**src/rtl/intack_sequencer.sv**
```systemverilog
// Host-side 8086-style interrupt acknowledge sequencer: two active-low INTA pulses,
// vector capture on the second pulse, valid/ack hand-off and a completed-cycle counter.
module intack_sequencer #(
  parameter int unsigned PULSE_CYCLES = 2,
  parameter int unsigned GAP_CYCLES   = 2
) (
  input  logic       CLK,
  input  logic       RST,
  input  logic       INT,
  input  logic       EN,
  input  logic [7:0] DBus,
  output logic       INTA,
  output logic [7:0] VEC,
  output logic       VEC_VALID,
  input  logic       VEC_ACK,
  output logic       BUSY,
  output logic [7:0] ACK_CNT
);

  typedef enum logic [2:0] {
    IDLE,
    P1,
    GAP,
    P2,
    HOLD
  } state_t;

  localparam logic [3:0] PULSE_LOAD = 4'(PULSE_CYCLES - 1);
  localparam logic [3:0] GAP_LOAD   = 4'(GAP_CYCLES - 1);

  state_t     state, state_nx;
  logic [3:0] phase, phase_nx;
  logic       int_s1, int_s2;
  logic       inta_nx;
  logic       capture;
  logic       release_vec;

  always_ff @(posedge CLK or posedge RST) begin
    if (RST) begin
      int_s1 <= 1'b0;
      int_s2 <= 1'b0;
    end else begin
      int_s1 <= INT;
      int_s2 <= int_s1;
    end
  end

  always_ff @(posedge CLK or posedge RST) begin
    if (RST) begin
      state <= IDLE;
      phase <= '0;
      INTA  <= 1'b1;
    end else begin
      state <= state_nx;
      phase <= phase_nx;
      INTA  <= inta_nx;
    end
  end

  // Phase counter counts down to zero; every state entry reloads it.
  always_comb begin
    state_nx    = state;
    phase_nx    = phase;
    capture     = 1'b0;
    release_vec = 1'b0;
    case (state)
      IDLE: begin
        if (int_s2 && EN) begin
          state_nx = P1;
          phase_nx = PULSE_LOAD;
        end
      end
      P1: begin
        if (phase == '0) begin
          state_nx = GAP;
          phase_nx = GAP_LOAD;
        end else begin
          phase_nx = phase - 4'd1;
        end
      end
      GAP: begin
        if (phase == '0) begin
          state_nx = P2;
          phase_nx = PULSE_LOAD;
        end else begin
          phase_nx = phase - 4'd1;
        end
      end
      P2: begin
        if (phase == '0) begin
          state_nx = HOLD;
          phase_nx = '0;
          capture  = 1'b1;
        end else begin
          phase_nx = phase - 4'd1;
        end
      end
      HOLD: begin
        if (VEC_ACK && VEC_VALID) begin
          state_nx    = IDLE;
          phase_nx    = '0;
          release_vec = 1'b1;
        end
      end
      default: begin
        state_nx = IDLE;
        phase_nx = '0;
      end
    endcase
    inta_nx = !((state_nx == P1) || (state_nx == P2));
  end

  always_ff @(posedge CLK or posedge RST) begin
    if (RST) begin
      VEC       <= '0;
      VEC_VALID <= 1'b0;
      ACK_CNT   <= '0;
    end else if (capture) begin
      VEC       <= DBus;
      VEC_VALID <= 1'b1;
      ACK_CNT   <= ACK_CNT + 8'd1;
    end else if (release_vec) begin
      VEC_VALID <= 1'b0;
    end
  end

  assign BUSY = (state != IDLE);

endmodule

```
**config.mk**
```make
export PLATFORM = sky130hd
export DESIGN_NAME = intack_sequencer
export DESIGN_NICKNAME = d
export VERILOG_FILES = /design/src/rtl/intack_sequencer.sv
export SDC_FILE = /design/constraint.sdc
export NUM_CORES = 1
export LEC_CHECK = 0
export BUFFER_PORTS_ARGS = -buffer_cell sky130_fd_sc_hd__buf_4
export CAP_MARGIN = 20
export CORE_ASPECT_RATIO = 0.6
export CORE_MARGIN = 4
export CORE_UTILIZATION = 31
export CTS_CLUSTER_DIAMETER = 40
export DETAILED_ROUTE_END_ITERATION = 10
export PLACE_DENSITY = 0.54
export SYNTH_ARGS = -nofsm -noshare
export SYNTH_HDL_FRONTEND = slang
export SYNTH_SLANG_ARGS = --single-unit
```
**constraint.sdc**
```tcl
create_clock -name CLK -period 2.3 [get_ports CLK]
set_input_delay 0.115 -clock CLK [delete_from_list [all_inputs] [get_ports CLK]]
set_output_delay 0.115 -clock CLK [all_outputs]
set_load 0.01 [all_outputs]
```
==> results of run 1 <==
## kinds of logic (layout without fill, tap and decap cells)
| logic type | count (synthesis) | in the layout | synth area share |
|---|---|---|---|
| simple gates | 29 | 29 | 0.1561 |
| flops | 27 | 27 | 0.5630 |
| compound gates | 17 | 17 | 0.09782 |
| mux | 9 | 9 | 0.08429 |
| buf+inv | 9 | 45 | 0.03746 |
| xor+xnor | 7 | 7 | 0.05099 |
| fa+ha+maj | 1 | 1 | 0.01040 |
## worst min-delay path by stage
stage / startpoint / endpoint / slack, ns / cells past startpoint
5_1_grt: DBus[3] / VEC[3]$_DFFE_PP0P_ / 0.04 / 2
3_5_place_dp: RST / VEC[0]$_DFFE_PP0P_ / 0.22 / 3
3_3_place_gp: RST / int_s1$_DFF_PP0_ / 0.20 / 3
6_report: DBus[3] / VEC[3]$_DFFE_PP0P_ / 0.05 / 2
2_1_floorplan: INT / int_s1$_DFF_PP0_ / 0.15 / 0
4_1_cts: DBus[3] / VEC[3]$_DFFE_PP0P_ / 0.05 / 2
## layout by cell type (no fill, tap or decap), drive strengths merged, types with 2 or more instances in the layout
cell type	netlist	routed
dfrtp	26	26
buf	3	33
xor2	7	7
inv	6	6
nor4	5	5
nand2	7	7
clkbuf	0	3
or4	2	2
a21oi	2	2
a31oi	4	4
a31o	2	2
nor2	3	3
o21ai	2	2
or2	2	2
nor3	2	2
nand3	3	3
mux2	9	9
dlygate4sd3	0	2
## power breakdown
| part | total (mW) | switching, mW | internal (mW) |
|---|---|---|---|
| clock network | 0.268 | 0.147 | 0.121 |
| logic | 0.700 | 0.340 | 0.360 |
| registers | 0.801 | 0.167 | 0.634 |
## per-layer routing
metal / global-route usage / up-vias / routed length, um / share of wire
met5: 0 / - / 0 / 0
met4: 0 / 0 / 0 / 0
met3: 0.04438 / 0 / 159 / 0.066
met2: 0.1736 / 25 / 1075 / 0.44
met1: 0.1548 / 425 / 1183 / 0.49
li1: - / 430 / - / -
## stage by stage
step | setup slack [ns] | util
6_report | 0.3627 | 0.4195
3_3_place_gp | 0.4067 | 0.4016
2_1_floorplan | 0.4674 | -
5_1_grt | 0.2561 | 0.4195
4_1_cts | 0.3407 | 0.4195
3_5_place_dp | 0.3517 | 0.4016
## layout make-up
type                       instances  area [um2]
timing repair buffer              35       267.8
clock buffer                       3       41.29
multi-input combinational         63       480.5
tap                               47       58.81
clock inverter                     1       5.005
fill                             355        2148
inverter                           6       22.52
sequential                        27       676.9
## state kept, by name, summed over array words and instances, names as in the netlist
register	cells
ACK_CNT	8
VEC	8
phase	4
state	3
INTA	1
VEC_VALID	1
int_s1	1
int_s2	1
## worst max-delay path: cells and delay by family (launching register included)
kind | cells | cell delay [ns]
and+or+nand+nor | 2 | 0.82
DFF | 1 | 0.44
muxes | 1 | 0.34
buffers and inverters | 1 | 0.23
## repair_timing
item,CTS,global route
hold buffers,2,0
gates resized for setup,0,0
hold endpoints to repair,27,0
==> key figures, run 1 <==
Timing
  • WHS: 0.05456 ns
  • Fmax: 516.2 MHz
  • Worst-Margin Slew: 0.4645 ns
  • Final period utilization: 0.8423
  • Setup tns final: 0 ns
  • Max-slew violation count: 0
  • Clk_skew: 0.004844 ns
  • RSZ-0062 raised after global routing: false
  • Final hold vios: 0
  • Slew Limit Headroom: 0.6903
  • Endpoints failing setup: 0
  • Final worst path period need: 1.937 ns

Synthesis
  • YS warnings: 0
  • Synthesized cell area: 0.001202 mm2
  • Register bit total from synthesis: 27
  • Top-count cell post-synth: dfrtp_1
  • Sequential area share after synthesis: 0.5630
  • Main synth FF type: dfrtp_1
  • Ys async rst share: 1.000
  • Top-area cell type share of the netlist area: 0.5411
  • Synth area leader: dfrtp_1
  • Syn Inst Count: 99
  • Post-synth EDFFs: 0
  • Syn nets: 113
  • Ranking of synthesized cells by area: dfrtp_1 54%, mux2_1 8.4%, xor2_1 5.1%
  • Most frequent cells after synthesis: 26 x dfrtp_1, 9 x mux2_1, 7 x nand2_1, 7 x xor2_1, 6 x inv_1
  • Mean Syn Cell Area: 12.15 um2
  • Synth cell types: 37

Clock network
  • Max H-tree Level: 1
  • Num CTS Buffers: 3
  • Clock slew at reported path FFs: 0.09 ns
  • Buffer count from post-CTS setup fixing: 0
  • CTS sink cnt: 27
  • Clock Latency Late Sink: 0.27 ns
  • Max Buffers Root-to-Sink: 2
  • Root Buffer: clkbuf_8
  • CTS tree: done

Cells and area
  • Nets: 150
  • Area grow syn2layout: 29.14%
  • Antenna Diode Count: 0
  • Post-route insts no fill: 182
  • Design area: 0.001553 mm2
  • Layout cells sized above 1: 0.3259

Run
  • Max_cap viols: 0

Setup path
  • Critical Path AT: 2.10 ns
  • Worst r2r src: phase[1]$_DFFE_PP0P_
  • Worst path max stage delay: 0.64 ns
  • Critical Path RT: 2.46 ns
  • R2r worst-path depth: 4
  • Crit path max fanout: 12
  • Setup crit end kind: flop
  • Worst-path cell chain: or4_4, nor3_2, buf_4, mux2_1
  • Critical path class: flop to flop
  • Critical R2R Capture: VEC[0]$_DFFE_PP0P_
  • Worst path slowest cell: or4_4
  • CP Launch Point: phase[1]$_DFFE_PP0P_
  • Critical path launch point type: flop
  • Worst setup path endpoint: VEC[0]$_DFFE_PP0P_
  • R2r setup slk: 0.36 ns

Global route
  • First-pass GRT wire length: 4422 um
  • Largest net degree at the start of global routing: 28
  • Vias in the first global route: 950
  • Initial antenna violation count: 0
  • Grt ovf: 0
  • Total global-route track usage: 0.1112

Place
  • Hpwl dp: 1805 um
  • Total instance count after detailed placement: 176
  • Placed instance area: 0.001486 mm2
  • Gp weighted congestion: 0.7083
  • Port bufs: 31

Die
  • Core ar.: 0.003701 mm2
  • Initial core utilization: 0.3249
  • Rows: 17
  • Height of the die: 56.24 um
  • Boundary pin count: 32
  • Die area: 0.004972 mm2
  • Die Wd: 88.40 um

Power and ir drop
  • Total power: 1.769 mW
  • Pwr/cell area: 1139 mW/mm2
  • Static leakage: 0.7191 nW
  • Max IR drop VDD: 0.4227 mV

Route
  • DRT Wirelength: 2418 um
  • DR vias/cell: 4.835
  • DRT Pass-1 Iters: 4
  • Initial DRC Count: 63
  • Via count: 880
  • Number of remaining DRC errors: 0
  • Drt wl/cell: 13.29 um
  • Antenna viol nets, final: 0

Hold path
  • Hold Crit Class: input pin to flop

Status
  • Outcome: finished clean
No activity file was read; power rests on OpenSTA's default activity.
==> run 2: changes to the inputs <==
--- a/config.mk
+++ b/config.mk
@@ -12,7 +12,7 @@
 export CORE_UTILIZATION = 31
 export CTS_CLUSTER_DIAMETER = 40
 export DETAILED_ROUTE_END_ITERATION = 10
-export PLACE_DENSITY = 0.54
+export PLACE_DENSITY = 0.56
 export SYNTH_ARGS = -nofsm -noshare
 export SYNTH_HDL_FRONTEND = slang
 export SYNTH_SLANG_ARGS = --single-unit
==> constraint.sdc (replaced) <==
create_clock -name CLK -period 1.6 [get_ports CLK]
set_input_delay 0.08 -clock CLK [delete_from_list [all_inputs] [get_ports CLK]]
set_output_delay 0.08 -clock CLK [all_outputs]
set_load 0.01 [all_outputs]
==> run 2 against run 1 <==
Against the previous run:
- the flow now finishes with violations (setup timing)
- register-to-register slack worse by 0.53 ns
- via count grew 10%
- maximum frequency rose by 9.4%
- critical path type unchanged
- cell count grew 6.0%
- critical endpoint is now INTA$_DFF_PP1_
==> key figures, run 2 (synthesized netlist as in run 1, its figures left out) <==
Status
  • Outcome: finished with violations
  • Failing checks: setup timing

Setup path
  • CP top delay family: simple AND/OR/NAND/NOR gates
  • Critical R2R Capture: INTA$_DFF_PP1_
  • Worst-path cell chain: or4_4, buf_6, or3b_1, a31o_1
  • CP Launch Point: phase[1]$_DFFE_PP0P_
  • Worst path slowest cell: or4_4
  • Critical Path RT: 1.81 ns
  • CP Depth: 4
  • Worst path max stage delay: 0.57 ns
  • CP bufs+invs: 1
  • Crit path max fanout: 6
  • Critical path launch point type: flop
  • Setup crit end kind: flop
  • Worst r2r src: phase[1]$_DFFE_PP0P_
  • R2r setup slk: -0.17 ns
  • R2r worst-path depth: 4
  • Critical Path AT: 1.98 ns
  • Critical path class: flop to flop

Route
  • Initial DRC Count: 64
  • DR vias/cell: 5.026
  • DRT Pass-1 Iters: 4
  • DRT Wirelength: 2840 um
  • Drt wl/cell: 14.72 um
  • Via count: 970
  • Number of remaining DRC errors: 0
  • Antenna viol nets, final: 0

Run
  • Max_cap viols: 0

Hold path
  • Hold depth: 2
  • Hold Crit Class: input pin to flop
  • Hold path start: DBus[3]
  • Hold Path End: VEC[3]$_DFFE_PP0P_

Place
  • Hpwl dp: 1919 um
  • Placed instance area: 0.001558 mm2
  • Total instance count after detailed placement: 183
  • Port bufs: 31
  • Gp weighted congestion: 0.8208

Cells and area
  • Fillers: 354
  • Nets: 161
  • Commonest cells after routing, fill and taps aside: 40 x buf_4, 26 x dfrtp_1, 9 x mux2_4
  • Antenna Diode Count: 0
  • Post-route insts no fill: 193
  • Layout cells sized above 1: 0.4589
  • Largest regs: ACK_CNT x8, VEC x8, phase x4
  • Final Util: 0.4652
  • Design area: 0.001722 mm2
  • Area grow syn2layout: 43.18%
  • Commonest non-fill, non-tap cell in the layout: buf_4

Die
  • Height of the die: 56.24 um
  • Rows: 17
  • Core ar.: 0.003701 mm2
  • Die Wd: 88.40 um
  • Die area: 0.004972 mm2
  • Boundary pin count: 32
  • Initial core utilization: 0.3249

Global route
  • Initial antenna violation count: 0
  • Largest net degree at the start of global routing: 28
  • Vias in the first global route: 999
  • First-pass GRT wire length: 4747 um
  • Grt ovf: 0
  • Total global-route track usage: 0.1200

Clock network
  • CTS sink cnt: 27
  • CTS tree: done
  • Max H-tree Level: 1
  • Num CTS Buffers: 3
  • Clock Latency Late Sink: 0.27 ns
  • Clock slew at reported path FFs: 0.09 ns
  • Max Buffers Root-to-Sink: 2
  • Root Buffer: clkbuf_8

Timing
  • Final hold vios: 0
  • Fmax: 564.6 MHz
  • RSZ-0062 raised after global routing: true
  • Worst-Margin Slew: 0.4254 ns
  • Final worst path period need: 1.771 ns
  • Final period utilization: 1.107
  • Clk_skew: 0.002852 ns
  • Setup tns final: -2.026 ns
  • Max-slew violation count: 0
  • Slew Limit Headroom: 0.7091
  • Endpoints failing setup: 19
  • Final WS setup: -0.1713 ns

Power and ir drop
  • Total power: 2.885 mW
  • Max IR drop VDD: 0.7299 mV
  • Pwr/cell area: 1676 mW/mm2
  • Static leakage: 0.8083 nW
==> run 2: changes by cell type in the layout (fill, tap and decap cells not counted), sizes merged <==
cell,previous run,this run
buf,33,44
==> run 2: worst max path at each step <==
stage	endpoint	slack (ns)
after floorplan	ACK_CNT[1]$_DFFE_PP0P_	-0.18
after global placement	VEC[7]$_DFFE_PP0P_	-0.15
after detailed placement	VEC[4]$_DFFE_PP0P_	-0.19
after CTS	INTA$_DFF_PP1_	-0.17
after global routing	INTA$_DFF_PP1_	-0.20
final	INTA$_DFF_PP1_	-0.17
==> run 2: layout make-up <==
class,count,area [um2],area share
Sequential cell,27,676.9,0.3932
Tap cell,47,58.81,0.03416
Inverter,6,22.52,0.01308
Clock buffer,3,41.29,0.02398
Timing Repair Buffer,46,367.9,0.2137
Clock inverter,1,5.005,0.002907
Multi-Input combinational cell,63,549.3,0.3190
==> run 2: per-layer routing <==
metal,up-vias,wire length [um],track usage
li1,450,-,-
met1,473,1276,0.1611
met2,45,1337,0.1960
met3,2,205,0.03698
met4,0,21,0.01293
met5,-,0,0
==> run 2: report_power, final <==
group          internal, mW  total [mW]  switching [mW]
clock network         0.175       0.385           0.211
logic                 0.742        1.35           0.605
registers             0.912        1.15           0.241
==> run 2: through the flow <==
| stage | hold slack (ns) | setup slack (ns) |
|---|---|---|
| after floorplan | 0.1114 | -0.1820 |
| after global placement | 0.1624 | -0.1544 |
| after detailed placement | 0.1735 | -0.1900 |
| after CTS | 0.02192 | -0.1657 |
| after global routing | 0.03192 | -0.2029 |
| final | 0.03093 | -0.1713 |
==> run 2: repair_timing <==
action | 4_1_cts | 5_1_grt
hold buffers | 2 | 0
setup endpoints to repair | 19 | 21
resized for setup | 11 | 4
cloned | 1 | 0
hold endpoints to repair | 27 | 0
pin swaps | 5 | 0
setup buffers | 1 | 2
==> run 3: changes to the inputs <==
--- a/config.mk
+++ b/config.mk
@@ -6,13 +6,13 @@
 export NUM_CORES = 1
 export LEC_CHECK = 0
 export BUFFER_PORTS_ARGS = -buffer_cell sky130_fd_sc_hd__buf_4
-export CAP_MARGIN = 20
+export CAP_MARGIN = 25
 export CORE_ASPECT_RATIO = 0.6
 export CORE_MARGIN = 4
 export CORE_UTILIZATION = 31
 export CTS_CLUSTER_DIAMETER = 40
 export DETAILED_ROUTE_END_ITERATION = 10
-export PLACE_DENSITY = 0.56
+export PLACE_DENSITY = 0.61
 export SYNTH_ARGS = -nofsm -noshare
 export SYNTH_HDL_FRONTEND = slang
 export SYNTH_SLANG_ARGS = --single-unit
==> run 3 against run 2 <==
Against the previous run:
- the run still ends with setup timing left
- clock power rose by 2%
- non-clock buffer count fell by 1
- largest cell class unchanged
- critical endpoint is now VEC[4]$_DFFE_PP0P_
- wire length fell by 6.0%
- flip-flop and latch count did not move
- sequential share of layout area fell by 0.14 points
- die area did not move
- global-route usage rose by 0.64 points
- critical path type unchanged
- total power fell by 3.1%
- sequential power barely moved
==> key figures, run 3 (synthesized netlist as in run 1, its figures left out) <==
Timing
  • Endpoints failing setup: 18
  • Fmax: 583.3 MHz
  • Final worst path period need: 1.714 ns
  • Final WS setup: -0.1143 ns
  • Final period utilization: 1.071
  • Worst-Margin Slew: 0.3948 ns
  • Clk_skew: 0.01175 ns
  • RSZ-0062 raised after global routing: true
  • Max-slew violation count: 0
  • Final hold vios: 0
  • Slew Limit Headroom: 0.7363

Route
  • DRT Pass-1 Iters: 4
  • Drt wl/cell: 13.91 um
  • Initial DRC Count: 60
  • Number of remaining DRC errors: 0
  • Via count: 924
  • DRT Wirelength: 2670 um
  • Antenna viol nets, final: 0
  • DR vias/cell: 4.813

Setup path
  • Worst path slowest cell: or4_4
  • Worst r2r src: phase[3]$_DFFE_PP0P_
  • CP bufs+invs: 1
  • Critical path class: flop to flop
  • R2r setup slk: -0.11 ns
  • Crit path max fanout: 11
  • Critical path launch point type: flop
  • Setup crit end kind: flop
  • Worst path max stage delay: 0.57 ns
  • Critical Path AT: 1.88 ns
  • R2r worst-path depth: 4
  • CP top delay family: simple AND/OR/NAND/NOR gates
  • CP Launch Point: phase[3]$_DFFE_PP0P_
  • Worst-path cell chain: or4_4, nor3_4, buf_12, mux2_1
  • Critical Path RT: 1.77 ns
  • CP Depth: 4

Power and ir drop
  • Max IR drop VDD: 0.8042 mV
  • Switching pwr: 1.072 mW
  • Comb power frac: 0.455
  • Clock Power Share: 0.140
  • Internal: 1.724 mW
  • Static leakage: 0.7961 nW
  • Sw frac: 0.3834
  • Pwr/cell area: 1618 mW/mm2
  • Total power: 2.795 mW
  • Reg power frac: 0.405

Cells and area
  • Fillers: 341
  • Area grow syn2layout: 43.70%
  • Final Util: 0.4669
  • Nets: 160
  • Register area: 676.9 um2
  • Commonest non-fill, non-tap cell in the layout: buf_4
  • Commonest cells after routing, fill and taps aside: 41 x buf_4, 26 x dfrtp_1, 8 x mux2_1
  • Largest regs: ACK_CNT x8, VEC x8, phase x4
  • Antenna Diode Count: 0
  • Multi-input gate area: 561.8 um2
  • Layout cells sized above 1: 0.4000

Hold path
  • Hold path start: DBus[3]
  • Hold depth: 2
  • Hold Crit Class: input pin to flop

Global route
  • Top Usage Layer GRT: met2
  • Largest net degree at the start of global routing: 28
  • Vias in the first global route: 1068
  • Routing usage on met2: 0.1991
  • Met3 Use GR: 0.05030
  • Initial antenna violation count: 0
  • Grt ovf: 0
  • Total global-route track usage: 0.1264
  • Met1 GRT Util: 0.1638
  • First-pass GRT wire length: 4926 um

Clock network
  • Num CTS Buffers: 3
  • Max H-tree Level: 1
  • Max Buffers Root-to-Sink: 2
  • CTS sink cnt: 27
  • Clock Latency Late Sink: 0.28 ns
  • Root Buffer: clkbuf_8
  • Clock slew at reported path FFs: 0.10 ns
  • CTS tree: done

Die
  • Core ar.: 0.003701 mm2
  • Rows: 17
  • Boundary pin count: 32
  • Height of the die: 56.24 um
  • Initial core utilization: 0.3249
  • Die area: 0.004972 mm2
  • Die Wd: 88.40 um

Run
  • Max_cap viols: 0

Status
  • Outcome: finished with violations
  • Failing checks: setup timing

Place
  • Hpwl dp: 1882 um
  • Port bufs: 31
  • Gp weighted congestion: 0.7611
## run 3: changes by cell type in the layout (fill, tap and decap cells not counted), sizes merged
cell | before | now
clkinvlp | 0 | 1
buf | 44 | 43
clkinv | 1 | 0
## run 3: area by class of cell
cell class / instances / area share
clock inverter: 1 / 0.004345
clock buffer: 3 / 0.02390
inverter: 6 / 0.01303
multi-input combinational: 63 / 0.3251
tap: 47 / 0.03403
timing repair buffer: 45 / 0.2078
sequential: 27 / 0.3917
## run 3: path summary, 6_finish.rpt
kind                                            to
worst max-delay path            VEC[4]$_DFFE_PP0P_
worst min-delay path            VEC[3]$_DFFE_PP0P_
worst max register to register  VEC[4]$_DFFE_PP0P_
worst min register to register    int_s2$_DFF_PP0_
max in group asynchronous           INTA$_DFF_PP1_
min in group asynchronous       VEC[2]$_DFFE_PP0P_
## run 3: power groups by stage
stage | combinational (mW) | sequential [mW] | clock (mW)
6_report | 1.27 | 1.13 | 0.391
3_5_place_dp | 1.14 | 1.14 | 0
5_1_grt | 1.43 | 1.17 | 0.440
4_1_cts | 1.25 | 1.13 | 0.412
3_3_place_gp | 1.12 | 1.13 | 0
2_1_floorplan | 0.577 | 1.18 | 0
## run 3: stage by stage
| stage | cells | hold slack, ns | TNS [ns] | area (um2) | setup WS (ns) |
|---|---|---|---|---|---|
| floorplan | 99 | 0.1114 | -1.475 | 1212 | -0.1820 |
| global placement | 183 | 0.1639 | -1.987 | 1558 | -0.1615 |
| detailed placement | 183 | 0.1675 | -2.434 | 1558 | -0.1997 |
| CTS | 192 | 0.003867 | -1.661 | 1707 | -0.1143 |
| global route | 192 | 0.001877 | -2.697 | 1728 | -0.1849 |
| finish | 192 | 0.01308 | -1.392 | 1728 | -0.1143 |
## run 3: repair_timing
item,CTS,global route
gates resized for setup,8,3
cloned,0,0
hold buffers,2,0
buffers inserted,3,0
pin swaps,4,1
endpoints found under the hold margin,27,0
endpoints found under the setup margin,18,19
## run 3: routing by layer
| metal | part of all wire | wire [um] |
|---|---|---|
| met5 | 0 | 0 |
| met3 | 0.074 | 198 |
| met2 | 0.47 | 1258 |
| met4 | 0.0064 | 17 |
| met1 | 0.45 | 1196 |
